--- src/rtl/uart_msg_pkg.sv ---
// Shared types for the UART message framer: FSM states, default sync marker,
// and the 8-bit length and checksum types.
package uart_msg_pkg;
   typedef enum logic [2:0] {
      ST_HUNT,
      ST_LEN,
      ST_PAYLOAD,
      ST_CSUM,
      ST_DRAIN
   } state_t;

   typedef logic [7:0] sum_t;
   typedef logic [7:0] len_t;

   localparam logic [7:0] SYNC_DEFAULT = 8'hA5;
endpackage

--- src/rtl/uart_msg_buf.sv ---
// Payload store: MAX_LEN x 8 register file with one synchronous write port and
// one combinational read port. The parent owns both pointers.
module uart_msg_buf #(
   parameter int MAX_LEN = 16,
   parameter int AW      = 4
) (
   input  logic          clk,
   input  logic          i_wr_en,
   input  logic [AW-1:0] i_wr_addr,
   input  logic [7:0]    i_wr_data,
   input  logic [AW-1:0] i_rd_addr,
   output logic [7:0]    o_rd_data
);
   logic [7:0] r_mem [MAX_LEN];

   // Never cleared; each frame simply overwrites what the previous one left.
   always_ff @(posedge clk) begin
      if (i_wr_en) r_mem[i_wr_addr] <= i_wr_data;
   end

   assign o_rd_data = r_mem[i_rd_addr];
endmodule

--- src/rtl/uart_msg_framer.sv ---
// Sync-hunting frame controller: LEN/PAYLOAD/CSUM sequencing, buffered drain over valid/ready.
// UART_MSG_TIMEOUT_EN builds the inter-byte timeout counter; otherwise err_timeout is tied low.
module uart_msg_framer
   import uart_msg_pkg::*;
#(
   parameter int         MAX_LEN      = 16,
   parameter logic [7:0] SYNC_BYTE    = SYNC_DEFAULT,
   parameter int         TIMEOUT_CLKS = 200000
) (
   input  logic       clk,
   input  logic       rst_n,
   input  logic       byte_valid,
   input  logic [7:0] byte_data,
   output logic       out_valid,
   input  logic       out_ready,
   output logic [7:0] out_data,
   output logic       out_last,
   output logic [7:0] msg_len,
   output logic       busy,
   output logic       err_csum,
   output logic       err_len,
   output logic       err_ovr,
   output logic       err_timeout
);
   localparam int   AW        = (MAX_LEN > 1) ? $clog2(MAX_LEN) : 1;
   localparam len_t MAX_LEN_B = len_t'(MAX_LEN);

   state_t     r_state;
   len_t       r_len;
   sum_t       r_sum;
   len_t       r_wr_ptr;
   len_t       r_rd_ptr;
   logic       r_err_csum;
   logic       r_err_len;
   logic       r_err_ovr;
   logic       r_err_timeout;
   logic       w_wr_en;
   logic       w_last;
   logic       w_timeout;
   logic [7:0] w_rd_data;

   assign w_wr_en = byte_valid && (r_state == ST_PAYLOAD);
   assign w_last  = (r_rd_ptr == r_len - 8'd1);

`ifdef UART_MSG_TIMEOUT_EN
   localparam int TW = $clog2(TIMEOUT_CLKS + 1);

   logic [TW-1:0] r_to_cnt;
   logic          w_in_frame;

   assign w_in_frame = (r_state == ST_LEN) || (r_state == ST_PAYLOAD) || (r_state == ST_CSUM);
   assign w_timeout  = w_in_frame && !byte_valid && (r_to_cnt == TW'(TIMEOUT_CLKS - 1));

   // Held at zero outside the frame states, so every entry starts a fresh count.
   always_ff @(posedge clk) begin
      if (!rst_n) begin
         r_to_cnt <= '0;
      end else if (!w_in_frame || byte_valid || w_timeout) begin
         r_to_cnt <= '0;
      end else begin
         r_to_cnt <= r_to_cnt + TW'(1);
      end
   end
`else
   assign w_timeout = 1'b0;
`endif

   always_ff @(posedge clk) begin
      if (!rst_n) begin
         r_state       <= ST_HUNT;
         r_len         <= '0;
         r_sum         <= '0;
         r_wr_ptr      <= '0;
         r_rd_ptr      <= '0;
         r_err_csum    <= 1'b0;
         r_err_len     <= 1'b0;
         r_err_ovr     <= 1'b0;
         r_err_timeout <= 1'b0;
      end else begin
         r_err_csum    <= 1'b0;
         r_err_len     <= 1'b0;
         r_err_ovr     <= 1'b0;
         r_err_timeout <= 1'b0;
         if (w_timeout) begin
            r_err_timeout <= 1'b1;
            r_state       <= ST_HUNT;
         end else begin
            case (r_state)
               ST_HUNT: begin
                  if (byte_valid && (byte_data == SYNC_BYTE)) r_state <= ST_LEN;
               end
               ST_LEN: begin
                  if (byte_valid) begin
                     if ((byte_data != 8'd0) && (byte_data <= MAX_LEN_B)) begin
                        r_len    <= byte_data;
                        r_sum    <= byte_data;
                        r_wr_ptr <= '0;
                        r_state  <= ST_PAYLOAD;
                     end else begin
                        r_err_len <= 1'b1;
                        r_state   <= ST_HUNT;
                     end
                  end
               end
               ST_PAYLOAD: begin
                  if (byte_valid) begin
                     r_sum    <= r_sum + byte_data;
                     r_wr_ptr <= r_wr_ptr + 8'd1;
                     if (r_wr_ptr == r_len - 8'd1) r_state <= ST_CSUM;
                  end
               end
               ST_CSUM: begin
                  if (byte_valid) begin
                     if (byte_data == r_sum) begin
                        r_rd_ptr <= '0;
                        r_state  <= ST_DRAIN;
                     end else begin
                        r_err_csum <= 1'b1;
                        r_state    <= ST_HUNT;
                     end
                  end
               end
               ST_DRAIN: begin
                  // The receiver cannot be stalled, so bytes arriving now are lost.
                  if (byte_valid) r_err_ovr <= 1'b1;
                  if (out_ready) begin
                     if (w_last) r_state <= ST_HUNT;
                     else        r_rd_ptr <= r_rd_ptr + 8'd1;
                  end
               end
               default: r_state <= ST_HUNT;
            endcase
         end
      end
   end

   uart_msg_buf #(
      .MAX_LEN (MAX_LEN),
      .AW      (AW)
   ) u_buf (
      .clk       (clk),
      .i_wr_en   (w_wr_en),
      .i_wr_addr (r_wr_ptr[AW-1:0]),
      .i_wr_data (byte_data),
      .i_rd_addr (r_rd_ptr[AW-1:0]),
      .o_rd_data (w_rd_data)
   );

   assign out_valid   = (r_state == ST_DRAIN);
   assign out_data    = w_rd_data;
   assign out_last    = out_valid && w_last;
   assign msg_len     = r_len;
   assign busy        = (r_state != ST_HUNT);
   assign err_csum    = r_err_csum;
   assign err_len     = r_err_len;
   assign err_ovr     = r_err_ovr;
   assign err_timeout = r_err_timeout;
endmodule

--- config.mk ---
export PLATFORM = sky130hd
export DESIGN_NAME = uart_msg_framer
export DESIGN_NICKNAME = d
export VERILOG_FILES = /design/src/rtl/uart_msg_pkg.sv /design/src/rtl/uart_msg_buf.sv /design/src/rtl/uart_msg_framer.sv
export SDC_FILE = /design/constraint.sdc
export NUM_CORES = 1
export LEC_CHECK = 0
export CORE_MARGIN = 1.5
export CORE_UTILIZATION = 50
export DETAILED_ROUTE_END_ITERATION = 16
export GPL_TIMING_DRIVEN = 0
export HOLD_SLACK_MARGIN = 0.1
export PLACE_DENSITY = 0.68
export SLEW_MARGIN = 20
export SYNTH_ARGS = -nofsm -noshare
export SYNTH_HDL_FRONTEND = slang
export SYNTH_SLANG_ARGS = --single-unit
--- constraint.sdc ---
create_clock -name clk -period 4.79 [get_ports clk]
set_clock_uncertainty 0.15 [all_clocks]
set_input_delay 0.958 -clock clk [delete_from_list [all_inputs] [get_ports clk]]
set_output_delay 0.958 -clock clk [all_outputs]
set_load 0.02 [all_outputs]
==> Yosys cells after proc, flatten, opt, wreduce, memory -nomap -nowiden <==
Memory sizes are Yosys's and may differ from the RTL's. A register that Yosys moved wholly into a read port is not among the register bits.
Cells that the tools add are included.
{ "word_totals": {"out_inout_bits": 23, "n_memories": 1, "ram_bits": 128, "register_bits": 38, "inputBits": 12} }
{ "memory_table": {"columns": ["memory", "words", "word_bits", "read_ports", "rd_clocked_by_memory_dff", "write_ports", "line", "source"], "rows": [
  ["u_buf.r_mem", 16, 8, 1, 1, 1, "uart_msg_buf.sv:14", "logic [7:0] r_mem [MAX_LEN];"]
]} }
{ "classes": {"add_sub_neg": 4, "n_eq_ne": 18, "magnitude_cmp": 1, "mux": 30, "n_reduce_logical": 16} }
{ "ops": {"columns": ["op", "n"], "rows": [
  ["$mux 8", 10],
  ["$pmux 8 s2", 3],
  ["$eq 8x8->1", 3],
  ["$mux 3", 8],
  ["$add 8x1->8 const B", 2],
  ["$pmux 3 s5", 1],
  ["$ne 2x2->1 const B", 7],
  ["$reduce_and 3->1", 3],
  ["$add 8x8->8", 1],
  ["$eq 8x8->1 const B", 1],
  ["$le 8x5->1 const B", 1],
  ["$mux 4", 2],
  ["$reduce_bool 8->1", 1],
  ["$sub 8x1->8 const B", 1],
  ["$reduce_and 7->1", 1],
  ["$eq 3x2->1 const B", 2],
  ["$ne 2x1->1 const B", 3],
  ["$mux 1", 5],
  ["$reduce_and 5->1", 1],
  ["$logic_and 1x1->1", 4],
  ["$reduce_and 4->1", 1],
  ["$reduce_bool 2->1", 2],
  ["$eq 3x1->1 const B", 1],
  ["$eq 3x3->1 const B", 1],
  ["4 further kinds", 4]
]} }

==> Depth between registers and ports, before layout <==
Gate-level depths: netlist of run 1.
{ "depth": {"ltp_word": 7, "mapped_depth": 10} }

==> Modules after synthesis <==
From an unflattened synthesis of run 1, not the netlist that was laid out.
{ "hier_totals": {"cells_unflattened": 517, "hier_area_um2": 7457.2} }
{ "by_module_without_submodules": {"columns": ["mod", "n_inst", "seq_area_each_um2", "cells_per_inst", "area_each_um2"], "rows": [
  ["uart_msg_buf", 1, 3843.7, 221, 4987.3],
  ["uart_msg_framer", 1, 760.7, 296, 2469.9]
]} }

==> Least setup slack after synthesis of run 1 <==
Ideal clock, no wire load.
{ "synth_timing": {"kind": "reg2out", "startpoint": "reg with a tool-made name", "endpoint": "out out_data[0]", "slack_ns": 1.532, "stages_incl_launch_ff": 5, "required_ns": 3.682, "n_path_buf": 2, "arrival_time_ns": 2.150, "path_cell_list": "dfxtp_1 -> clkbuf_1 -> buf_1 -> mux4_2 -> mux4_2"} }
{ "synth_lines": {"columns": ["item", "line", "source"], "rows": [
  ["end: declaration", "uart_msg_framer.sv:16", "output logic [7:0] out_data,"]
]} }

==> results of run 1 <==
==> synth_stat cells, drive strengths merged, types with 5 or more instances <==
library cell / instances / share of area
nor4: 8 / 0.0086
clkbuf: 14 / 0.0070
nand3: 9 / 0.0060
or4: 6 / 0.0070
xnor2: 15 / 0.017
and2: 16 / 0.013
nand4: 7 / 0.0058
a21oi: 16 / 0.011
dfxtp: 42 / 0.11
inv: 12 / 0.0060
o21ai: 16 / 0.011
ha: 13 / 0.022
nand2: 36 / 0.018
nor3: 8 / 0.0053
buf: 11 / 0.0085
a21o: 5 / 0.0051
nor2: 27 / 0.014
mux2i: 6 / 0.0080
a31oi: 8 / 0.0066
or3: 6 / 0.0050
edfxtp: 128 / 0.51
a211oi: 5 / 0.0050
and3: 13 / 0.011
xor2: 6 / 0.0070
mux4: 40 / 0.12
==> registers in the layout, indices dropped and copies added, names as in the netlist, named ones only <==
register     flops
err_ovr          1
err_len          1
err_csum         1
r_sum            8
r_wr_ptr         8
msg_len          8
r_rd_ptr         8
u_buf.r_mem    128
r_state          3
==> worst max-delay path, stage by stage, from the launching register on <==
cell	delay, ps
dfxtp_1	300
clkbuf_1	270
buf_1	750
mux4_2	650
mux4_2	490
clkdlybuf4s50_1	550
==> worst min-delay path by stage <==
stage / end / start / cells past startpoint
detailed placement: r_sum[1] / r_sum[1] / 2
global placement: r_sum[6] / r_sum[6] / 2
finish: r_sum[1] / r_sum[1] / 2
CTS: r_sum[1] / r_sum[1] / 2
global route: r_sum[6] / r_sum[6] / 2
floorplan: r_sum[1] / r_sum[1] / 2
==> metrics by stage <==
| stage | hold WS, ps | utilization | worst slack (ps) | total power (uW) | instances |
|---|---|---|---|---|---|
| 6_report | 334.0 | 0.5931 | 242.6 | 3004 | 763 |
| 2_1_floorplan | 298.6 | - | 1532 | 1632 | 514 |
| 5_1_grt | 364.1 | 0.5931 | 107.9 | 3091 | 763 |
| 4_1_cts | 332.7 | 0.5931 | 165.6 | 3024 | 763 |
| 3_5_place_dp | 324.0 | 0.5533 | 172.3 | 1673 | 731 |
| 3_3_place_gp | 314.0 | 0.5533 | 304.8 | 1670 | 731 |
==> per-layer routing <==
metal	part of all wire	routed length, um	track usage	vias up
met4	0.011	177	0.06897	0
met3	0.050	816	0.03441	13
met1	0.45	7357	0.3054	2315
li1	-	-	-	2105
met5	0	0	0	-
met2	0.49	7876	0.3533	134
==> power breakdown <==
part	internal (uW)	switching, uW
Clock	816	546
Sequential	1580	0.135
Combinational	16.6	43.1
==> kinds of logic after synthesis <==
logic type	count (synthesis)	synth area share
buf+inv	38	0.02190
xor+xnor	25	0.03633
mux	47	0.1289
other cells	1	0.0004972
fa+ha+maj	14	0.02422
simple gates	149	0.1075
compound gates	70	0.05956
flops	170	0.6211
==> area by class of cell <==
| cell class | count | area [sq um] |
|---|---|---|
| repair buffers | 33 | 330.3 |
| clock buffers | 19 | 432.9 |
| clock inverters | 13 | 150.1 |
| multi-input cells | 306 | 2693 |
| inverters | 13 | 48.80 |
| flip-flops and latches | 170 | 4684 |
| fillers | 1169 | 5958 |
| well taps | 184 | 230.2 |
| plain buffers | 25 | 116.4 |
==> metrics.md, run 1 <==
| Metric | Value |
|---|---|
| Status | complete, no violations |
| CP Class | reg -> out |
| Power density cells | between 300 and 400 nW/um^2 |
| Clk sinks | 170 |
| R2R Path End | u_buf.r_mem[9][5] |
| Worst hold path class | reg -> reg |
| Asr flop ratio synth | 0 |
| Routability cong. | about 0.85 |
| Flop2flop setup slack | roughly 1700 ps |
| VDD IR-drop max | ~0.22 mV |
| Total CTS buffers | 17 |
| Nets | between 500 and 600 |
| Final Cell Area | 8686 sq um |
| Chip Height | 125.8 um |
| Number of synthesized flops with an enable pin | roughly 130 |
| Hold-fix buffers, CTS | 0 |
| Most frequent cells in the layout | 128 x edfxtp_1, 42 x dfxtp_1, 40 x mux4_2, 36 x nand2_1, 33 x clkdlybuf4s50_1 |
| Final worst path period share | 0.9494 |
| Yosys warning count | 0 |
| Root Driver | clkbuf_16 |
| Setup bufs post-CTS | 0 |
| Average routed wire per standard cell | approximately 21 um |
| Die W | approximately 130 um |
| Tmin final | around 4500 ps |
| CP Launch Type | register |
| Largest net degree at the start of global routing | 23 |
| Routed WL | ~16,000 um |
| Setup crit end kind | output port |
| Cells after Synth | 514 |
| Fraction of layout instances using a drive strength above 1 | 0.1434 |
| Area growth syn-to-layout | 15.16% |
| WP data arrival | around 3400 ps |
| Setup TNS | 0 ps |
| RR Startpoint | r_state[1] |
| RSZ-0062 raised after global routing | no |
| Number of routed nets with antenna violations | 0 |
| DR DRC count | 0 |
| Max_slew headroom | 0.3475 |
| WP data required | 3680 ps |
| Gr usage total | 0.2175 |
| Post-cts gate resize count | 0 |
| Mapped cell area | 7542 sq um |
| Worst r2r path cells | 9 |
| Initial antenna violation count | 0 |
| Worst-path clk slew | 60 ps |
| Worst-Margin Slew | 975.7 ps |
| Final Hold Vio Count | 0 |
| Vias | 4,567 |
| H-tree Lvls | 4 |
| Max-Cap Viols | 0 |
| Crit-path max FO | 10 |
| Clk_lat worst skew | 430 ps |
| Post-DP Area | between 8000 and 9000 sq um |
| Slew Viols, Final | 0 |
| Die ar. | approximately 16,000 sq um |
| Syn_nets | between 500 and 600 |
| Max Freq | between 200 and 250 MHz |
| Vias per cell | 5.986 |
| Synthesized area per cell | approximately 15 sq um |
| Post-synthesis sequential area ratio | 0.6211 |
| Detailed placement HPWL | 10,620 um |
| Final setup violation count | 0 |
| Worst-case clock buffer depth | 2 |
| Overflow left after global routing | 0 |
| Port Buffers | 33 |
| Row cnt | 44 |
| Initial cell density of the core | 0.5150 |
| Primary FF master, synth | edfxtp_1 |
| Core area | approximately 15,000 sq um |
| Synth unique cells | 56 |
| Diode count | 0 |
| Commonest non-fill, non-tap cell in the layout | edfxtp_1 |
| Global-route wire length before repair | 25,430 um |
| Initial DRC count | 476 |
| CP Capture Point | out_data[2] |
| Vias in the first global route | roughly 4,500 |
| DRT Pass-1 Iters | 7 |
| Seq cells post-synth | between 150 and 200 |
| Static leakage | 0.002864 uW |
| Num ports | 35 |
| CTS tree | built |
(Power assumes the default switching activity.)
==> run 2, diff against run 1 <==
--- a/config.mk
+++ b/config.mk
@@ -10,7 +10,7 @@
 export DETAILED_ROUTE_END_ITERATION = 16
 export GPL_TIMING_DRIVEN = 0
 export HOLD_SLACK_MARGIN = 0.1
-export PLACE_DENSITY = 0.68
+export PLACE_DENSITY = 0.78
 export SLEW_MARGIN = 20
 export SYNTH_ARGS = -nofsm -noshare
 export SYNTH_HDL_FRONTEND = slang
==> run 2 against run 1 <==
Compared with the run above:
- flip-flop and latch count unchanged
- worst setup slack improved by 60 ps
- hold slack about the same
- global-route usage decreased by 0.57 points
- sequential power about the same
- count of clock-buffer cells in the layout increased by 4
- maximum frequency increased by 1.3%
- first-iteration DRC count decreased by 6.9%
- non-clock buffer count unchanged
- largest power group unchanged
- highest routed layer unchanged
- critical path type unchanged
- via count increased by 0.46%
- sequential share of layout area increased by 0.10 points
==> metrics.md, run 2 (same netlist as run 1, synthesis figures left out) <==
| Metric | Value |
|---|---|
| Status | complete, no violations (unchanged) |
| Worst hold endpoint | r_sum[1] (unchanged) |
| Detailed placement HPWL | 10,520 um (was 10,620 um) |
| Worst r2r path cells | 9 (unchanged) |
| Max-Cap Viols | 0 (unchanged) |
| Largest Register | u_buf.r_mem (unchanged) |
| DRT Pass-1 Iters | 5 (was 7) |
| Sw Share | 0.1996 (was 0.1963) |
| RR Startpoint | r_state[1] (unchanged) |
| Worst hold path class | reg -> reg (unchanged) |
| Post-cts gate resize count | 0 (unchanged) |
| WP data arrival | 3380 ps (was 3440 ps) |
| Fill count | 1,094 (was 1,169) |
| Number of flip-flops in the largest register | 128 (unchanged) |
| Hold-fix buffers, CTS | 0 (unchanged) |
| Row cnt | 44 (unchanged) |
| Number of routed nets with antenna violations | 0 (unchanged) |
| Worst-Margin Slew | 1021 ps (was 975.7 ps) |
| Final Hold Vio Count | 0 (unchanged) |
| Max_slew headroom | 0.3175 (was 0.3475) |
| CP Cell Sequence | clkbuf_1 > buf_1 > mux4_2 > mux4_2 > clkdlybuf4s50_1 (unchanged) |
| Setup bufs post-CTS | 0 (unchanged) |
| Core area | 14,640 sq um (unchanged) |
| Clk sinks | 170 (unchanged) |
| Average routed wire per standard cell | 20.82 um (was 21.27 um) |
| R2R Path End | u_buf.r_mem[11][1] (was u_buf.r_mem[9][5]) |
| Pint | 2360 uW (was 2414 uW) |
| WP data required | 3680 ps (about the same) |
| Diode count | 0 (unchanged) |
| Flop2flop setup slack | 1680 ps (was 1700 ps) |
| Clk_lat worst skew | 420 ps (was 430 ps) |
| DR DRC count | 0 (unchanged) |
| Initial cell density of the core | 0.5150 (unchanged) |
| PnR worst setup slack | 302.1 ps (was 242.6 ps) |
| Die W | 125.8 um (unchanged) |
| Multi-input logic area | 2693 sq um (unchanged) |
| Vias in the first global route | 4,523 (was 4,450) |
| Gr usage total | 0.2118 (was 0.2175) |
| Slew Viols, Final | 0 (unchanged) |
| Part of the power in registers | 0.536 (was 0.527) |
| CP Class | reg -> out (unchanged) |
| Min-delay src | r_sum[1] (unchanged) |
| H-tree Lvls | 4 (unchanged) |
| Vias | 4,588 (was 4,567) |
| Pwr Total | 2949 uW (was 3004 uW) |
| Setup crit end kind | output port (unchanged) |
| Largest net degree at the start of global routing | 23 (unchanged) |
| Initial antenna violation count | 0 (unchanged) |
| Worst-case clock buffer depth | 2 (unchanged) |
| Critical Path Slowest Stage Cell | buf_1 (unchanged) |
| Routability cong. | 0.8973 (was 0.8498) |
| Comb pwr share | 0.020 (about the same) |
| Initial DRC count | 443 (was 476) |
| FF+latch area | 4684 sq um (unchanged) |
| Overflow left after global routing | 0 (unchanged) |
| Port Buffers | 33 (unchanged) |
| Worst-path clk slew | 60 ps (about the same) |
| Net load switching power | 588.7 uW (was 589.5 uW) |
| Max Freq | 222.8 MHz (was 219.9 MHz) |
| Total CTS buffers | 17 (unchanged) |
| Crit-path max FO | 10 (unchanged) |
| Power density cells | 340.1 nW/um^2 (was 345.8 nW/um^2) |
| VDD IR-drop max | 0.2355 mV (was 0.2195 mV) |
| Final worst path period share | 0.9369 (was 0.9494) |
| Static leakage | 0.002839 uW (was 0.002864 uW) |
| CP Launch Type | register (unchanged) |
| Num ports | 35 (unchanged) |
| Area growth syn-to-layout | 14.95% (was 15.16%) |
| RSZ-0062 raised after global routing | no (unchanged) |
| Nets | 592 (unchanged) |
| Crit path top cell by count | mux4_2 (unchanged) |
| WHS Path Cells | 2 (unchanged) |
| Setup TNS | 0 ps (unchanged) |
| Chip Height | 125.8 um (unchanged) |
| Fraction of layout instances using a drive strength above 1 | 0.1399 (was 0.1434) |
| Worst slack at placement | 195.9 ps (was 172.3 ps) |
| Global-route wire length before repair | 25,030 um (was 25,430 um) |
| Vias per cell | 6.013 (was 5.986) |
| Root Driver | clkbuf_16 (unchanged) |
| Tmin final | 4488 ps (was 4547 ps) |
| CTS tree | built (unchanged) |
| Most frequent cells in the layout | 128 x edfxtp_1, 42 x dfxtp_1, 40 x mux4_2, 36 x nand2_1, 33 x clkdlybuf4s50_1 (unchanged) |
| Die ar. | 15,830 sq um (unchanged) |
| Clk network pwr share | 0.444 (was 0.453) |
| Final setup violation count | 0 (unchanged) |
| Routed WL | 15,890 um (was 16,230 um) |
| CP max stage delay | 690 ps (was 750 ps) |
| Commonest non-fill, non-tap cell in the layout | edfxtp_1 (unchanged) |
-- run 2: changes by cell type in the layout (fill, tap and decap cells not counted) --
cell | before | now
clkbuf_16 | 17 | 18
clkbuf_1 | 16 | 18
clkinvlp_4 | 0 | 3
clkbuf_8 | 0 | 1
clkinv_2 | 6 | 1
bufinv_16 | 3 | 1
-- run 2: area by class of cell --
class / instances / area share
well taps: 184 / 0.02656
multi-input cells: 306 / 0.3106
flip-flops and latches: 170 / 0.5403
clock buffers: 23 / 0.05528
clock inverters: 9 / 0.01010
repair buffers: 33 / 0.03810
inverters: 13 / 0.005629
plain buffers: 25 / 0.01342
-- run 2: worst max-delay path by stage --
stage,from,endpoint,cells past startpoint
detailed placement,byte_data[4],r_rd_ptr[6],8
global route,register,out_data[2],5
finish,register,out_data[0],5
CTS,register,out_data[0],5
global placement,byte_data[3],r_rd_ptr[6],8
floorplan,register,out_data[0],4
-- run 2: critical path, delay by kind of cell (launching register included) --
family                 cells  cell delay [ps]
muxes                      2             1120
DFF                        1              310
buffers and inverters      3             1520
-- run 2: stage by stage --
stage	utilization	hold WS (ps)	area, sq um	instances
floorplan	-	298.6	7542	514
global placement	0.5533	312.0	8103	731
CTS	0.5920	329.7	8670	763
global route	0.5920	361.7	8670	763
detailed placement	0.5533	318.7	8103	731
finish	0.5920	334.2	8670	763
-- run 2: power groups by stage --
stage                     Clock, uW  Sequential, uW  Combinational, uW
after floorplan                   0            1610               19.0
after global placement            0            1610               55.2
after detailed placement          0            1610               58.4
after CTS                      1320            1580               58.6
after global routing           1380            1580               63.5
final                          1310            1580               58.8
-- run 2: routing by layer --
| metal | global-route usage | up-vias | wire [um] |
|---|---|---|---|
| met2 | 0.3504 | 162 | 7828 |
| met1 | 0.2848 | 2293 | 6934 |
| met3 | 0.04460 | 21 | 853 |
| met4 | 0.06558 | 0 | 269 |
| met5 | 0 | - | 0 |
| li1 | - | 2112 | - |
